<file path="src/rtl/serial_adder_if.sv">
// Operand/result bundle for serial_adder. Carries the optional sub
// request when SERIAL_ADDER_SUB_EN is defined.
//
// Handshake: start is a one-cycle request, sampled with a/b (and sub) on
// the rising edge where the adder is IDLE or DONE; start during RUN is
// dropped. busy is high while bits are being added; done pulses for one
// cycle when sum/cout carry the new result, and they hold until the next done.
interface serial_adder_if #(
    parameter int WIDTH = 8
);
    logic             start;
    logic [WIDTH-1:0] a;
    logic [WIDTH-1:0] b;
`ifdef SERIAL_ADDER_SUB_EN
    logic             sub;
`endif
    logic             busy;
    logic             done;
    logic [WIDTH-1:0] sum;
    logic             cout;
    logic [1:0]       dbg_state;

    modport master (
        output start, a, b,
`ifdef SERIAL_ADDER_SUB_EN
        output sub,
`endif
        input  busy, done, sum, cout, dbg_state
    );

    modport slave (
        input  start, a, b,
`ifdef SERIAL_ADDER_SUB_EN
        input  sub,
`endif
        output busy, done, sum, cout, dbg_state
    );
endinterface

</file>
<file path="src/rtl/serial_adder.sv">
// Bit-serial adder, LSB first, one bit per clock, result after WIDTH clocks.
// Defining SERIAL_ADDER_SUB_EN adds a sub request (a-b, cout reports borrow).
module serial_adder #(
    parameter int WIDTH = 8
) (
    input  logic           clk,
    input  logic           rst_n,
    serial_adder_if.slave  bus
);
    localparam int CNT_W = $clog2(WIDTH + 1);

    typedef enum logic [1:0] {
        IDLE = 2'd0,
        RUN  = 2'd1,
        DONE = 2'd2
    } state_t;

    state_t           state;
    state_t           state_nxt;
    logic             load;
    logic             step;
    logic             last;

    logic [WIDTH-1:0] a_sh;
    logic [WIDTH-1:0] b_sh;
    logic             carry;
    logic [CNT_W-1:0] cnt;
    logic             sub_q;
    logic [WIDTH-1:0] sum_q;
    logic             cout_q;
    logic             sub_in;

    logic             ha1_s;
    logic             ha1_c;
    logic             ha2_s;
    logic             ha2_c;
    logic             fa_s;
    logic             fa_c;

`ifdef SERIAL_ADDER_SUB_EN
    assign sub_in = bus.sub;
`else
    assign sub_in = 1'b0;
`endif

    // Full adder as two half-adder stages: operand bits, then the carry.
    assign ha1_s = a_sh[0] ^ b_sh[0];
    assign ha1_c = a_sh[0] & b_sh[0];
    assign ha2_s = ha1_s ^ carry;
    assign ha2_c = ha1_s & carry;
    assign fa_s  = ha2_s;
    assign fa_c  = ha1_c | ha2_c;

    assign last  = (cnt == CNT_W'(WIDTH - 1));

    always_ff @(posedge clk or negedge rst_n) begin
        if (!rst_n) begin
            state <= IDLE;
        end else begin
            state <= state_nxt;
        end
    end

    always_comb begin
        state_nxt = state;
        load      = 1'b0;
        step      = 1'b0;
        case (state)
            IDLE: begin
                if (bus.start) begin
                    load      = 1'b1;
                    state_nxt = RUN;
                end
            end
            RUN: begin
                step = 1'b1;
                if (last) begin
                    state_nxt = DONE;
                end
            end
            DONE: begin
                if (bus.start) begin
                    load      = 1'b1;
                    state_nxt = RUN;
                end else begin
                    state_nxt = IDLE;
                end
            end
            default: state_nxt = IDLE;
        endcase
    end

    // Sum bits enter a_sh at the MSB as operand bits leave at the LSB, so
    // after WIDTH steps the register holds the full result.
    always_ff @(posedge clk or negedge rst_n) begin
        if (!rst_n) begin
            a_sh   <= '0;
            b_sh   <= '0;
            carry  <= 1'b0;
            cnt    <= '0;
            sub_q  <= 1'b0;
            sum_q  <= '0;
            cout_q <= 1'b0;
        end else if (load) begin
            a_sh   <= bus.a;
            b_sh   <= sub_in ? ~bus.b : bus.b;
            carry  <= sub_in;
            cnt    <= '0;
            sub_q  <= sub_in;
        end else if (step) begin
            a_sh   <= {fa_s, a_sh[WIDTH-1:1]};
            b_sh   <= {1'b0, b_sh[WIDTH-1:1]};
            carry  <= fa_c;
            cnt    <= cnt + CNT_W'(1);
            if (last) begin
                sum_q  <= {fa_s, a_sh[WIDTH-1:1]};
                cout_q <= sub_q ? ~fa_c : fa_c;
            end
        end
    end

    assign bus.busy      = (state == RUN);
    assign bus.done      = (state == DONE);
    assign bus.sum       = sum_q;
    assign bus.cout      = cout_q;
    assign bus.dbg_state = state;
endmodule

</file>
<file path="src/flat_wrapper.sv">
// flat-port wrapper written by rule: the top's interface ports become plain ports
module serial_adder_flat 
#(
    parameter int WIDTH = 8
)
  (clk, rst_n, bus_start, bus_a, bus_b, bus_busy, bus_done, bus_sum, bus_cout, bus_dbg_state);
  serial_adder_if #(.WIDTH(WIDTH)) bus_i ();
  input  logic clk;
  input  logic rst_n;
  input wire logic [$bits(bus_i.start)-1:0] bus_start;
  input wire logic [$bits(bus_i.a)-1:0] bus_a;
  input wire logic [$bits(bus_i.b)-1:0] bus_b;
  output wire logic [$bits(bus_i.busy)-1:0] bus_busy;
  output wire logic [$bits(bus_i.done)-1:0] bus_done;
  output wire logic [$bits(bus_i.sum)-1:0] bus_sum;
  output wire logic [$bits(bus_i.cout)-1:0] bus_cout;
  output wire logic [$bits(bus_i.dbg_state)-1:0] bus_dbg_state;
  assign bus_i.start = bus_start;
  assign bus_i.a = bus_a;
  assign bus_i.b = bus_b;
  assign bus_busy = bus_i.busy;
  assign bus_done = bus_i.done;
  assign bus_sum = bus_i.sum;
  assign bus_cout = bus_i.cout;
  assign bus_dbg_state = bus_i.dbg_state;
  serial_adder #(.WIDTH(WIDTH)) u_core (.clk(clk), .rst_n(rst_n), .bus(bus_i));
endmodule
</file>
<file path="config.mk">
export PLATFORM = sky130hd
export DESIGN_NAME = serial_adder_flat
export DESIGN_NICKNAME = d
export VERILOG_FILES = /design/src/rtl/serial_adder_if.sv /design/src/rtl/serial_adder.sv /design/src/flat_wrapper.sv
export SDC_FILE = /design/constraint.sdc
export NUM_CORES = 1
export LEC_CHECK = 0
export CAP_MARGIN = 20
export CORE_MARGIN = 10
export CORE_UTILIZATION = 52
export DETAILED_ROUTE_END_ITERATION = 8
export GPL_ROUTABILITY_DRIVEN = 0
export GPL_TIMING_DRIVEN = 1
export HOLD_SLACK_MARGIN = 0.1
export MAX_ROUTING_LAYER = met4
export PLACE_DENSITY = 0.9
export SLEW_MARGIN = 20
export SYNTH_ARGS = -nofsm -noshare
export SYNTH_HDL_FRONTEND = slang
export SYNTH_SLANG_ARGS = --single-unit
export TNS_END_PERCENT = 30
</file>
<file path="constraint.sdc">
create_clock -name clk -period 2.72 [get_ports clk]
set_input_delay 0.544 -clock clk [delete_from_list [all_inputs] [get_ports clk]]
set_output_delay 0.544 -clock clk [all_outputs]
set_load 0.01 [all_outputs]
</file>
Word-level counts from Yosys, hierarchy flattened
Cells that the tools add are included.

Bits in registers: 32. Bits in latches: 0. Bits in writable memories: 0. Memory bits (read-only): 0. Input port bits: 19. Output and inout bits: 13. Logic and storage cells: 39. Memories: 0.

$add $sub $neg: 1. Multiply operators: 0. Divide/modulo/power cells: 0. Magnitude comparators: 0. Eq/ne operators: 5. Shift operators: 0. Mux-type cells: 15. Bitwise operators: 6. Reductions and logical operators: 5.

Operators by type and width (number): $mux 8 (4); $mux 4 (2); $mux 1 (6); $pmux 2 s3 (1); $add 4x1->4 const B (1); $eq 4x3->1 const B (1); $mux 2 (2); $reduce_and 3->1 (1); $and 1x1->1 (2); $eq 2x1->1 const B (1); $eq 2x2->1 const B (1); $logic_not 2->1 (1); $ne 2x1->1 const B (1); $ne 2x2->1 const B (1); $reduce_and 2->1 (1); $reduce_bool 2->1 (1); $reduce_or 2->1 (1); $xor 1x1->1 (2); $not 1->1 (1); $or 1x1->1 (1).

Logic depth before layout (Yosys ltp)
Word-level depth: 5. Gate-level depth with buffers: 6. Depth with buffers taken out: 4.

Least setup slack after synthesis
No wires, ideal clock.

Path kind: register to output. Start point: register u_core.state[1], in the netlist u_core.bus.dbg_state[1]. End point: output bus_busy. Data arrival time: 1005 ps. Data required time: 2176 ps. Setup slack: 1171 ps. Stages on the path, launching flop included: 5. Path buffers: 2. Cell sequence: dfrtp_1 -> nand2b_4 -> buf_2 -> inv_1 -> buf_4.

Longest elaborated chain between the ends: 1.

Ends and longest elaborated chain: from (decl) (RTL line serial_adder.sv:18) `state_t state;`; from (signal assigned) (RTL line serial_adder.sv:60) `state <= state_nxt;`; $eq 2x1->1 (RTL line serial_adder.sv:122) `assign bus.busy = (state == RUN);`; to (decl) (RTL line flat_wrapper.sv:13) `output wire logic [$bits(bus_i.busy)-1:0] bus_busy;`.

No other way between the ends.

Final worst setup path
Ends and elaborated chain as after synthesis.

==> metrics.md <==
| Metric | Value |
|---|---|
| Initial DRC count | `a little over 80` |
| Die ar. | `slightly above 5000 um2` |
| TritonCTS clock tree | `yes` |
| Status | `completed` |
| Drt wl/cell | `~16 um` |
| H-tree depth | `2` |
| Residual DRC count | `0` |
| Syn. warnings | `0` |
| Sw frac | `between 30% and 40%` |
| Synthesis-stage register bit count | `32` |
| Part of the power in the clock network | `about 17%` |
| Sw Pwr | `0.000754 W` |
| Half-perimeter wire length after placement | `2180 um` |
| Hold Path Class | `flip-flop to flip-flop` |
| Nets | `between 150 and 200` |
| Slew HR | `a little under a third` |
| Worst Path Arrival | `1.68 ns` |
| Via count | `between 1000 and 1500` |
| TritonCTS Buffers | `5` |
| Gr usage total | `a little over an eighth` |
| Max-slew violations | `0` |
| Die height | `71.7 um` |
| Syn Nets | `150` |
| Cell Chain, Critical Path | `nand2b_4 > inv_1 > clkdlybuf4s50_1` |
| Core area | `approximately 2500 um2` |
| First-pass GRT wire length | `roughly 5300 um` |
| Most frequent cells in the layout | `32 x dfrtp_1, 31 x nand2_1, 31 x clkdlybuf4s50_1, 11 x nor2_1` |
| Yosys cell types | `22` |
| Min Clock Period, post-route | `about 2.2 ns` |
| Antenna violations before repair | `0` |
| Worst slack at placement | `approximately 0.60 ns` |
| Sink Count | `32` |
| Flop pwr share | `between 40% and 50%` |
| Post-synthesis sequential area ratio | `57.6%` |
| Final hold vios | `0` |
| Avg Vias per Cell | `around 5.5` |
| Critical Path Source Type | `flip-flop` |
| Worst vdd ir | `about 0.0011 V` |
| DRT antenna net count | `0` |
| LEAKAGE | `slightly below 0.8 nW` |
| Setup Buffers After CTS | `0` |
| Clock Skews | `~0.015 ns` |
| CTS Hold Bufs | `0` |
| Starting Density | `between 50% and 60%` |
| Max frequency | `approximately 450 MHz` |
| Placed instance area | `about 1700 um2` |
| Comb pwr share | `between 40% and 50%` |
| Setup CP Type | `flip-flop to primary output` |
| R2R Path Start | `u_core.bus.dbg_state[1]$_DFFE_PN0P_` |
| Setup TNS | `0 ns` |
| Critical-path top delay cell | `clkdlybuf4s50_1` |
| CP startpoint | `u_core.bus.dbg_state[1]$_DFFE_PN0P_` |
| Post-Synthesis Cells | `approximately 130` |
| Fraction of layout cells with a size suffix above 1 | `13.0%` |
| TritonRoute pass-1 iters | `5` |
| Clk buf depth | `2` |
| Drt total wl | `roughly 3000 um` |
| Cell Pwr Density | `~1200 nW/um2` |
| Most common cell after layout, fill and taps aside | `dfrtp_1` |
| Worst path max stage delay | `~0.54 ns` |
| Die X | `71.7 um` |
| Avg Cell Area, Syn | `between 10 and 15 um2` |
| RSZ-0062 raised after global routing | `no` |
| Diodes inserted | `0` |
| Synth-to-layout area growth | `28.5%` |
| Critical Path Fanout Max | `20` |
| Synthesized cell area | `1390 um2` |
| Max-cap violations | `0` |
| Tightest Pin Transition | `1.03 ns` |
| Period utilisation layout | `81.7%` |
| Root buffer cell | `clkbuf_4` |
| I/O pins | `32` |
| CP required | `~2.2 ns` |
| Site Rows | `18` |
| Crit end category | `primary output` |
| Vias in the first global route | `1154` |
| Gr ovfl total | `0` |
| Post_cts resized | `0` |
| Min-delay src | `u_core.bus.sum[3]$_DFFE_PN0P_` |
| PortBufs | `31` |
| CTS clk-pin slew, worst paths | `roughly 0.1 ns` |
| Final instance area | `1790 um2` |
| Worst-skew pair later-pin latency | `0.34 ns` |
| Layout fillers | `193` |
| Internal power | `0.00136 W` |
| Setup-failing EPs final | `0` |
| Setup WS post-layout | `approximately 0.50 ns` |
| Largest net degree at the start of global routing | `33` |
## cell usage after synthesis (all sizes together)
cell type / instances / area [um2]
dfrtp: 32 / 801
nand2: 31 / 116
nor2: 11 / 41.3
a31oi: 10 / 62.6
mux2: 10 / 113
buf: 6 / 35.0
nand3: 6 / 30.0
a22oi: 5 / 37.5
a22o: 2 / 17.5
and2b: 2 / 15.0
clkbuf: 2 / 7.51
mux2i: 2 / 20.0
nand2b: 2 / 20.0
o21ai: 2 / 10.0
a21oi: 1 / 5.00
fa: 1 / 20.0
ha: 1 / 12.5
inv: 1 / 3.75
nand4: 1 / 6.26
nor3: 1 / 16.3
## sequential cells by signal, summed over array words and instances, names as in the netlist
signal                flops
u_core.cnt                4
u_core.b_sh               8
u_core.a_sh               8
u_core.bus.cout           1
u_core.carry              1
u_core.bus.dbg_state      2
u_core.bus.sum            8
## cell type report
cell class / instances / area [um2] / share of cell area, %
Inverter: 1 / 3.75 / 0.210
Tap cell: 30 / 37.5 / 2.10
Sequential cell: 32 / 801 / 44.8
Timing Repair Buffer: 33 / 325 / 18.2
Clock inverter: 2 / 35.0 / 1.96
Multi-Input combinational cell: 88 / 543 / 30.4
Clock buffer: 6 / 41.3 / 2.31
## worst max-delay path, delay by kind of cell (launching register included)
family / cells / cell delay [ns]
buffers and inverters: 2 / 0.66
and+or+nand+nor: 1 / 0.26
DFF: 1 / 0.42
## metrics by stage
stage                     util [%]  instances  total power, W  hold slack [ns]
after global routing          70.8        192         0.00228            0.540
after CTS                     70.8        192         0.00213            0.517
after detailed placement      67.8        184         0.00177            0.495
after floorplan                  -        129         0.00144            0.248
after global placement        67.8        184         0.00173            0.481
final                         70.8        192         0.00211            0.513
## kinds of logic after synthesis
family	after synthesis	share of synthesized area (%)
AOI/OAI and AO/OA	20	9.54
adders and majority gates	2	2.34
buffers and inverters	9	3.33
DFF	32	57.6
muxes	12	9.54
and+or+nand+nor	54	17.6
## final timing paths
kind,endpoint,depth (start not counted),slack (ns)
max reg2reg,u_core.bus.sum[7]$_DFFE_PN0P_,3,0.99
min,u_core.bus.sum[3]$_DFFE_PN0P_,1,0.51
max,bus_busy,3,0.50
min in group asynchronous,u_core.cnt[3]$_DFFE_PN0P_,2,0.59
min reg2reg,u_core.bus.sum[3]$_DFFE_PN0P_,1,0.51
max in group asynchronous,u_core.cnt[2]$_DFFE_PN0P_,2,1.84
## power by group through the flow
stage          Sequential [W]  Combinational, W  Clock (W)
2_1_floorplan        0.000878          0.000559          0
3_3_place_gp         0.000865          0.000864          0
3_5_place_dp         0.000877          0.000896          0
4_1_cts              0.000867          0.000904   0.000362
5_1_grt              0.000899           0.00100   0.000382
6_report             0.000869          0.000892   0.000352
## layer usage
layer	track usage (%)	up-vias	part of all wire, %
li1	-	508	-
met2	20.6	32	50
met5	-	-	0
met4	5.16	0	1.8
met1	14.8	509	42
met3	4.96	5	6.3
(Power assumes the default switching activity.)
